<file path="config.mk">
export PLATFORM = sky130hd
export DESIGN_NAME = intr_controller
export DESIGN_NICKNAME = d
export VERILOG_FILES = /design/src/rtl/intr_pkg.sv /design/src/rtl/intr_prio_enc.sv /design/src/rtl/intr_controller.sv
export SDC_FILE = /design/constraint.sdc
export NUM_CORES = 1
export LEC_CHECK = 0
export ABC_AREA = 1
export CAP_MARGIN = 5
export CORE_UTILIZATION = 30
export DETAILED_ROUTE_END_ITERATION = 16
export PLACE_DENSITY_LB_ADDON = 0.15
export SYNTH_ARGS = -nofsm -noshare
export SYNTH_HDL_FRONTEND = slang
export SYNTH_HIERARCHICAL = 1
export SYNTH_SLANG_ARGS = --single-unit
export TNS_END_PERCENT = 10
</file>
<file path="constraint.sdc">
create_clock -name clock -period 1.3 [get_ports clock]
set_clock_uncertainty 0.1 [all_clocks]
set_input_delay 0.13 -clock clock [delete_from_list [all_inputs] [get_ports clock]]
set_output_delay 0.13 -clock clock [all_outputs]
set_load 0.03 [all_outputs]
</file>
<file path="src/rtl/intr_pkg.sv">
// Shared definitions for the interrupt controller: FSM encoding, register
// offsets, STATUS layout and default vector placement.
package intr_pkg;

    typedef enum logic [1:0] {
        ST_IDLE    = 2'd0,
        ST_REQ     = 2'd1,
        ST_SERVICE = 2'd2
    } intr_state_e;

    localparam int ID_W = 3;

    localparam logic [1:0] REG_PEND   = 2'd0;
    localparam logic [1:0] REG_MASK   = 2'd1;
    localparam logic [1:0] REG_INSERV = 2'd2;
    localparam logic [1:0] REG_STATUS = 2'd3;

    localparam int STATUS_STATE_LSB = 8;
    localparam int STATUS_ID_LSB    = 0;

    localparam logic [31:0] DEF_VEC_BASE   = 32'h0000_0008;
    localparam int          DEF_VEC_STRIDE = 8;

    function automatic logic [31:0] status_word(intr_state_e st, logic [ID_W-1:0] id);
        logic [31:0] w;
        w = '0;
        w[STATUS_STATE_LSB +: 2] = st;
        w[STATUS_ID_LSB +: ID_W] = id;
        return w;
    endfunction

endpackage

</file>
<file path="src/rtl/intr_prio_enc.sv">
// Lowest-index-wins priority encoder: index 0 is the most urgent source.
module intr_prio_enc
    import intr_pkg::*;
#(
    parameter int N = 4
) (
    input  logic [N-1:0]    active,
    output logic            valid,
    output logic [ID_W-1:0] id
);

    always_comb begin
        valid = |active;
        id    = '0;
        for (int i = N - 1; i >= 0; i--) begin
            if (active[i]) id = ID_W'(i);
        end
    end

endmodule

</file>
<file path="src/rtl/intr_controller.sv">
// Memory-mapped interrupt controller: latches, masks and prioritises sources,
// presents one request plus vector to the CPU. Define INTC_LEVEL_EN for level mode.
module intr_controller
    import intr_pkg::*;
#(
    parameter int               NSRC       = 4,
    parameter logic [31:0]      VEC_BASE   = DEF_VEC_BASE,
    parameter int               VEC_STRIDE = DEF_VEC_STRIDE,
    parameter logic [NSRC-1:0]  MASK_RESET = '1
) (
    input  logic            clock,
    input  logic            reset,
    input  logic [NSRC-1:0] irq_src,
    input  logic [1:0]      reg_addr,
    input  logic            reg_we,
    input  logic [31:0]     reg_wdata,
    output logic [31:0]     reg_rdata,
    output logic            irq,
    output logic [31:0]     irq_vector,
    input  logic            irq_ack,
    input  logic            irq_eoi
);

    intr_state_e     state, state_next;
    logic [NSRC-1:0] pend, mask, inserv, active, sel_onehot;
    logic [ID_W-1:0] sel_id, sel_next, win_id;
    logic            win_valid, irq_next, take_ack, take_eoi, mask_wr;
    logic [31:0]     vec_next;
    logic            unused_wdata;

    assign mask_wr      = reg_we && (reg_addr == REG_MASK);
    assign active       = pend & mask;
    assign sel_onehot   = NSRC'(1) << sel_id;
    assign unused_wdata = ^reg_wdata[31:NSRC];

    intr_prio_enc #(.N(NSRC)) u_prio (
        .active (active),
        .valid  (win_valid),
        .id     (win_id)
    );

    // irq is a level held with a stable vector until the CPU takes it (irq_ack)
    // or the source loses its enable; irq_eoi later closes the service window.
    always_comb begin
        state_next = state;
        sel_next   = sel_id;
        irq_next   = irq;
        vec_next   = irq_vector;
        take_ack   = 1'b0;
        take_eoi   = 1'b0;
        case (state)
            ST_IDLE: begin
                if (win_valid) begin
                    state_next = ST_REQ;
                    sel_next   = win_id;
                    irq_next   = 1'b1;
                    vec_next   = VEC_BASE + 32'(win_id) * 32'(VEC_STRIDE);
                end
            end
            ST_REQ: begin
                if (irq_ack) begin
                    take_ack   = 1'b1;
                    state_next = ST_SERVICE;
                    irq_next   = 1'b0;
                end else if (!(|(active & sel_onehot))) begin
                    state_next = ST_IDLE;
                    irq_next   = 1'b0;
                end
            end
            ST_SERVICE: begin
                if (irq_eoi) begin
                    take_eoi   = 1'b1;
                    state_next = ST_IDLE;
                end
            end
            default: begin
                state_next = ST_IDLE;
                irq_next   = 1'b0;
            end
        endcase
    end

    always_ff @(posedge clock) begin
        if (reset) begin
            state      <= ST_IDLE;
            sel_id     <= '0;
            irq        <= 1'b0;
            irq_vector <= VEC_BASE;
        end else begin
            state      <= state_next;
            sel_id     <= sel_next;
            irq        <= irq_next;
            irq_vector <= vec_next;
        end
    end

    always_ff @(posedge clock) begin
        if (reset) begin
            mask   <= MASK_RESET;
            inserv <= '0;
        end else begin
            if (mask_wr) mask <= reg_wdata[NSRC-1:0];
            if (take_ack)      inserv <= inserv | sel_onehot;
            else if (take_eoi) inserv <= inserv & ~sel_onehot;
        end
    end

`ifdef INTC_LEVEL_EN
    always_ff @(posedge clock) begin
        if (reset) pend <= '0;
        else       pend <= irq_src;
    end
`else
    logic [NSRC-1:0] src_q, pend_set, pend_clr;
    logic            pend_wr;

    assign pend_wr  = reg_we && (reg_addr == REG_PEND);
    assign pend_set = irq_src & ~src_q;
    // A fresh edge beats a simultaneous ack or write-1-to-clear.
    assign pend_clr = (take_ack ? sel_onehot : '0) | (pend_wr ? reg_wdata[NSRC-1:0] : '0);

    always_ff @(posedge clock) begin
        if (reset) begin
            src_q <= '0;
            pend  <= '0;
        end else begin
            src_q <= irq_src;
            pend  <= (pend & ~pend_clr) | pend_set;
        end
    end
`endif

    always_comb begin
        reg_rdata = '0;
        case (reg_addr)
            REG_PEND:   reg_rdata = 32'(pend);
            REG_MASK:   reg_rdata = 32'(mask);
            REG_INSERV: reg_rdata = 32'(inserv);
            REG_STATUS: reg_rdata = status_word(state, sel_id);
            default:    reg_rdata = '0;
        endcase
    end

endmodule

</file>
==> results of run 1 <==
## routing by layer
layer / vias to the layer above / share of wire [%]
li1: 716 / -
met1: 600 / 47
met2: 37 / 48
met3: 2 / 4.1
met4: 0 / 0.39
met5: - / 0
## kinds of logic after synthesis
kind of cell             Yosys count  share of synthesized area [%]
XOR/XNOR                           1                         0.5344
adder cells (fa/ha/maj)            1                         0.7632
other                              2                         0.4582
AO/OA/AOI/OAI                     29                          10.46
AND/OR/NAND/NOR                   89                          24.73
flip-flops                        26                          31.76
buffers and inverters             81                          31.30
## placed cells by master (no fill, tap or decap), types with 3 or more instances in the layout
cell type | synthesis | layout
buf_6 | 0 | 7
nor2_1 | 17 | 17
nand2_2 | 1 | 8
conb_1 | 2 | 55
inv_1 | 20 | 14
dlygate4sd2_1 | 0 | 3
a21oi_1 | 11 | 11
nand3_2 | 0 | 3
inv_2 | 2 | 8
clkbuf_8 | 0 | 3
dfxtp_2 | 0 | 9
o21ai_0 | 9 | 8
dfxtp_1 | 26 | 16
clkdlybuf4s50_1 | 0 | 12
nand3_1 | 18 | 15
buf_4 | 55 | 24
nand2_1 | 41 | 34
nand4_1 | 5 | 5
## where the power goes
group | switching (mW) | internal, mW | leakage (nW)
combinational | 0.561 | 0.294 | 0.738
sequential | 0.0496 | 0.872 | 0.216
clock | 0.285 | 0.413 | 0.0357
total | 0.895 | 1.58 | 0.989
## what timing repair did
action	4_1_cts	5_1_grt
gates resized for setup	28	18
cloned	0	0
setup endpoints to repair	18	16
pin swaps	5	6
buffers inserted	0	1
## metrics by stage
stage          power, mW  hold slack [ns]  cell area, sq um
3_5_place_dp       1.734           0.3071              1894
3_3_place_gp       1.734           0.3016              1894
4_1_cts            2.460           0.2698              2017
5_1_grt            2.600           0.2879              2069
6_report           2.474           0.2481              2069
2_1_floorplan      1.588           0.1432              1838
## worst max-delay path, delay by kind of cell (launching register included)
kind	cells	cell delay, ns
flops	1	0.37
compound gates	1	0.18
buf+inv	3	0.33
## path summary, 6_finish.rpt
path | start | endpoint | cells after the start
max | sel_id[2] | reg_rdata[2] | 4
min | reg_addr[0] | pend[3] | 5
max reg2reg | mask[1] | irq_vector[4] | 8
min reg2reg | src_q[2] | pend[2] | 1
## area by class of cell
cell class / instances / area, sq um
Multi-Input combinational cell: 175 / 868.3
Clock inverter: 1 / 30.03
Inverter: 23 / 86.33
Fill cell: 564 / 3103
Timing Repair Buffer: 48 / 420.4
Clock buffer: 3 / 41.29
Sequential cell: 26 / 535.5
Tap cell: 70 / 87.58
==> impl_metrics.tcl, run 1 <==
set metrics [dict create \
    hold_buffers 0 \
    violations "negative setup slack" \
    critical_path.cell_chain "inv_2 -> buf_4 -> o2111ai_4 -> buf_6" \
    fin_ws_ns -0.08843 \
    synth_top_area_share_pct 31.76 \
    finalCritPeriodShare_pct 106.8 \
    path_clk_slew_ns 0.10 \
    dieArea_sq_um 5763 \
    port_buffers 25 \
    final.setup.tns_ns -0.1770 \
    boundaryPins 108 \
    hpwl_um 2671 \
    chipHeight_um 75.92 \
    run_status "finished, violations left" \
    grt-ovfl-total 0 \
    yosysWarnings 6 \
    first_pass_iters 4 \
    synth_top_area_cell "dfxtp_1" \
    end_kind "output pin" \
    clkLatencyLatePin_ns 0.28 \
    use_met1_pct 14.81 \
    final_max_slew_viol_count 0 \
    fin_nets 321 \
    dp_cells 341 \
    cts-buffers-inserted 3 \
    powerDensity_nw_per_um2 1196 \
    synth_cell_types 27 \
    routedWlPerCell_um 9.645 \
    clk_path_buf_depth 2 \
    globalplace.congestion 0.7942 \
    drt-initial-drc-count 76 \
    grt_pass1_vias 1178 \
    die_x_um 75.92 \
    post-route-util_pct 40.01 \
    netlist_top_cells_count "buf_4 (55), nand2_1 (41), dfxtp_1 (26)" \
    timing.max_cap.violations 0 \
    grt_max_degree 19 \
    grt_antenna_before_repair 0 \
    synth_seq_cells 26 \
    area_delta_synth_final_pct 26.26 \
    grt_use_met2_pct 19.36 \
    path_max_fanout 2 \
    ant_nets 0 \
    p_leak_nw 0.9892 \
    grt_use_total_pct 11.44 \
    max_stage_delay_ns 0.37 \
    cts.sinks 26 \
    period_minus_slack_ns 1.388 \
    tritoncts "yes" \
    hold_viol_final 0 \
    n_antenna_cell 0 \
    worst_setup_path_start_kind "register" \
    start_util_pct 31.69 \
    synth_area_sq_um 1639 \
    avgSynthCellArea_sq_um 7.158 \
    vias 1355 \
    netlist_top_cells_area "dfxtp_1 (32%), buf_4 (25%), nand2_1 (9.4%)" \
    crit_type "register to output pin" \
    crit_required_ns 1.07 \
    pre_cts_slack_ns -0.2878 \
    grt_use_met3_pct 3.012 \
    async_flop_share_pct 0 \
    fp.coreArea_sq_um 5172 \
    htreeDepth 1 \
    drive_above_1_share_pct 26.81 \
    min_path_type "primary input to register" \
    rows 26 \
    grt.busiest_layer "met2" \
    worst_path_max_delay_cell "dfxtp_2" \
    cts_root_buf "clkbuf_8" \
    max_freq_mhz 720.2 \
    cp.arrival_ns 1.16 \
    max-vdd-ir-drop_v 0.0005333 \
    stdcell_count 346 \
    rrSetupSlack_ns -0.06 \
    drt_wl_total_um 3337 \
    rsz0062_at_grt "true" \
    postSynthCellCount 229 \
    synth_flop_cell "dfxtp_1" \
    seq_area_frac_synth_pct 31.76 \
    setup_violations 4 \
    synth-edff-count 0 \
    yosysMostFrequentCell "buf_4" \
    drc_errors 0 \
    via_per_inst 3.916 \
    grt_pass1_wl_um 5326 \
]
No activity file was read; power rests on OpenSTA's default activity.
==> run 2: changes to the inputs <==
- CORE_UTILIZATION: 30 -> 25
- SLEW_MARGIN: default -> 20
==> impl_metrics.tcl, run 2 (synthesis gave the netlist of run 1 again) <==
set metrics [dict create \
    setup_violations 4 \
    end_kind "output pin" \
    period_minus_slack_ns 1.356 \
    drt_wl_total_um 3459 \
    cts-buffers-inserted 3 \
    dieArea_sq_um 6884 \
    boundaryPins 108 \
    finalCritPeriodShare_pct 104.3 \
    p_leak_nw 1.003 \
    first_pass_iters 4 \
    final_max_slew_viol_count 0 \
    fin_nets 322 \
    clkLatencyLatePin_ns 0.28 \
    grt_pass1_vias 1300 \
    pre_cts_slack_ns -0.2955 \
    layout_common_cells "conb_1 (55), nand2_1 (33), buf_4 (24)" \
    rrSetupSlack_ns -0.04 \
    port_buffers 25 \
    timing.max_cap.violations 0 \
    final.setup.tns_ns -0.1515 \
    path_max_fanout 4 \
    clk_path_buf_depth 2 \
    violations "negative setup slack" \
    drt-initial-drc-count 41 \
    chipHeight_um 82.97 \
    n_antenna_cell 0 \
    crit_required_ns 1.07 \
    globalplace.congestion 0.8061 \
    cp-endpoint "reg_rdata[2]" \
    grt_antenna_before_repair 0 \
    grt_use_total_pct 10.18 \
    drive_above_1_share_pct 31.05 \
    cp.arrival_ns 1.13 \
    vias 1385 \
    area_delta_synth_final_pct 28.63 \
    htreeDepth 1 \
    rr_worst_depth 8 \
    drc_errors 0 \
    hpwl_um 2837 \
    start_util_pct 25.81 \
    crit_type "register to output pin" \
    finalInstanceArea_sq_um 2108 \
    fin_ws_ns -0.05590 \
    tritoncts "yes" \
    hold_buffers 0 \
    path_clk_slew_ns 0.10 \
    holdWs_ns 0.2773 \
    ant_nets 0 \
    die_x_um 82.97 \
    cts_root_buf "clkbuf_8" \
    placed_area_sq_um 1911 \
    grt-ovfl-total 0 \
    hold_viol_final 0 \
    min_path_type "primary input to register" \
    powerDensity_nw_per_um2 1183 \
    via_per_inst 3.912 \
    max_freq_mhz 737.5 \
    p_total_mw 2.494 \
    layout_commonest_cell "conb_1" \
    fp.coreArea_sq_um 6350 \
    routedWlPerCell_um 9.771 \
    rsz0062_at_grt "true" \
    rows 29 \
    max-vdd-ir-drop_v 0.0004514 \
    timing.rr.start "pend[2]" \
    grt_pass1_wl_um 5796 \
    run_status "finished, violations left" \
    r2r-end "irq_vector[4]" \
    grt_max_degree 19 \
    startpoint "sel_id[2]" \
    cts.sinks 26 \
    worst_setup_path_start_kind "register" \
]
## run 2: how the worst min path moves through the flow
stage,start,slack [ns],depth (start not counted),to
floorplan,reg_wdata[0],0.14,2,mask[0]
global placement,src_q[2],0.30,1,pend[2]
detailed placement,src_q[2],0.31,1,pend[2]
CTS,irq_src[2],0.27,3,src_q[2]
global route,irq_src[3],0.31,3,src_q[3]
finish,irq_src[2],0.28,3,src_q[2]
## run 2: cell type report
cell class | count | area (sq um)
well taps | 77 | 96.34
repair buffers | 49 | 436.7
flip-flops and latches | 26 | 538.0
clock buffers | 3 | 41.29
inverters | 23 | 91.34
clock inverters | 1 | 30.03
fillers | 703 | 4242
multi-input cells | 175 | 874.6
## run 2: where the power goes
| group | switching [mW] | internal [mW] | leakage (nW) |
|---|---|---|---|
| logic | 0.579 | 0.308 | 0.751 |
| registers | 0.0484 | 0.874 | 0.216 |
| clock network | 0.273 | 0.412 | 0.0357 |
## run 2: metrics by stage
stage / std cells / utilization, %
after floorplan: 282 / -
after global placement: 349 / 30.09
after detailed placement: 349 / 30.09
after CTS: 353 / 31.78
after global routing: 354 / 33.20
final: 354 / 33.20
## run 2: per-layer routing
layer	vias up	routed length (um)	global-route usage [%]
li1	718	-	-
met1	616	1703	13.64
met2	49	1614	17.29
met3	2	122	1.392
met4	0	19	2.351
met5	-	0	0
## run 2: what timing repair did
action | 4_1_cts | 5_1_grt
endpoints found under the setup margin | 18 | 20
resized for setup | 25 | 38
setup buffers | 0 | 1
hold endpoints to repair | 0 | 0
pin swaps | 3 | 17
## run 2: critical path: stages, from the launching register on
cell	delay (ns)
dfxtp_2	0.35
inv_2	0.06
buf_6	0.11
o2111ai_2	0.18
buf_6	0.16
==> run 3: changes to the inputs <==
- SKIP_CTS_REPAIR_TIMING: default -> 1
==> impl_metrics.tcl, run 3 (synthesis gave the netlist of run 1 again) <==
set metrics [dict create \
    fin_nets 323 \
    port_buffers 25 \
    cp.arrival_ns 1.46 \
    crit_required_ns 1.37 \
    swShare_pct 35.71 \
    p_clk_share_pct 27.2 \
    rows 29 \
    start_util_pct 25.81 \
    critical_path.cell_chain "nand2_1 -> inv_1 -> inv_2 -> nand4_1 -> nand2_2 -> clkinvlp_4 -> o21ai_1 -> a21oi_1" \
    vias 1395 \
    placed_area_sq_um 1911 \
    crit_type "register to register" \
    path_clk_slew_ns 0.10 \
    powerDensity_nw_per_um2 1166 \
    layout_commonest_cell "conb_1" \
    run_status "finished, violations left" \
    p_sw_uw 890.1 \
    grt-ovfl-total 0 \
    boundaryPins 108 \
    cp.buffers_inverters 3 \
    max_stage_delay_ns 0.34 \
    pwr-share-seq_pct 36.9 \
    finalCritPeriodShare_pct 107.0 \
    area_delta_synth_final_pct 30.38 \
    drc_errors 0 \
    use_met1_pct 14.12 \
    clk_path_buf_depth 2 \
    p_int_mw 1.603 \
    end_kind "register" \
    grt_pass1_wl_um 5782 \
    via_per_inst 3.930 \
    fin_ws_ns -0.09106 \
    violations "negative setup slack" \
    max_freq_mhz 718.9 \
    n_antenna_cell 0 \
    worst_path_max_delay_cell "dfxtp_1" \
    max-vdd-ir-drop_v 0.0004471 \
    grt_use_met2_pct 16.77 \
    grt_max_degree 19 \
    tritoncts "yes" \
    holdWs_ns 0.2797 \
    finalInstanceArea_sq_um 2137 \
    stdcell_count 355 \
    clkLatencyLatePin_ns 0.27 \
    hold_viol_final 0 \
    drive_above_1_share_pct 27.34 \
    chipHeight_um 82.97 \
    n_fill_cell 695 \
    setup_violations 10 \
    post-route-util_pct 33.66 \
    hpwl_um 2837 \
    grt_antenna_before_repair 0 \
    pre_cts_slack_ns -0.2955 \
    first_pass_iters 4 \
    path_max_fanout 7 \
    p_leak_nw 1.050 \
    cts.sinks 26 \
    final_max_slew_viol_count 0 \
    cts-buffers-inserted 3 \
    die_x_um 82.97 \
    routedWlPerCell_um 9.825 \
    startpoint "mask[2]" \
    timing.max_cap.violations 0 \
    drt-initial-drc-count 47 \
    layout_common_cells "conb_1 (55), nand2_1 (34), buf_4 (24)" \
    critical_path.top_delay_family "simple AND/OR/NAND/NOR gates" \
    cts_root_buf "clkbuf_8" \
    drt_wl_total_um 3488 \
    htreeDepth 1 \
    grt_pass1_vias 1262 \
    timing.rr.start "mask[2]" \
    grt_use_met3_pct 1.392 \
    min_path_type "primary input to register" \
    hp-start "irq_src[2]" \
    rsz0062_at_grt "true" \
    dieArea_sq_um 6884 \
    grt.busiest_layer "met2" \
    grt_use_total_pct 10.20 \
    worst_setup_path_start_kind "register" \
    fp.coreArea_sq_um 6350 \
    period_minus_slack_ns 1.391 \
    p_comb_share_pct 36.0 \
    ant_nets 0 \
    dp_cells 349 \
    globalplace.congestion 0.8061 \
]
run 3: area by class of cell:
cell class / instances / area, sq um / area share [%]
timing repair buffer: 50 / 464.2 / 21.72
clock inverter: 1 / 30.03 / 1.405
clock buffer: 3 / 41.29 / 1.932
tap: 77 / 96.34 / 4.508
sequential: 26 / 535.5 / 25.06
multi-input combinational: 175 / 879.6 / 41.16
inverter: 23 / 90.09 / 4.215
run 3: final timing paths:
kind                   end  slack, ns  cells after the start
max reg2reg  irq_vector[5]      -0.09                      8
max          irq_vector[5]      -0.09                      8
min               src_q[2]       0.28                      3
min reg2reg        pend[3]       0.32                      1
run 3: power by group through the flow:
stage / Clock, mW / Sequential [mW] / Combinational (mW)
finish: 0.677 / 0.919 / 0.896
global route: 0.741 / 0.929 / 0.973
CTS: 0.704 / 0.909 / 0.819
detailed placement: 0 / 0.927 / 0.816
global placement: 0 / 0.928 / 0.818
floorplan: 0 / 0.970 / 0.618
run 3: through the flow:
step / total power [mW] / TNS (ns)
floorplan: 1.588 / 0
global placement: 1.745 / -3.638
CTS: 2.432 / -2.553
detailed placement: 1.743 / -3.482
global route: 2.643 / -1.631
finish: 2.493 / -0.5977
run 3: worst register-to-register path, delay by kind of cell, from the launching register on:
kind	cells	cell delay, ns
compound gates	2	0.20
buf+inv	3	0.30
flops	1	0.34
simple gates	3	0.35
run 3: metal layers:
| metal | part of all wire [%] | vias up |
|---|---|---|
| met5 | 0 | - |
| met4 | 0.54 | 0 |
| met3 | 3.5 | 2 |
| met2 | 46 | 47 |
| met1 | 50 | 625 |
| li1 | - | 721 |
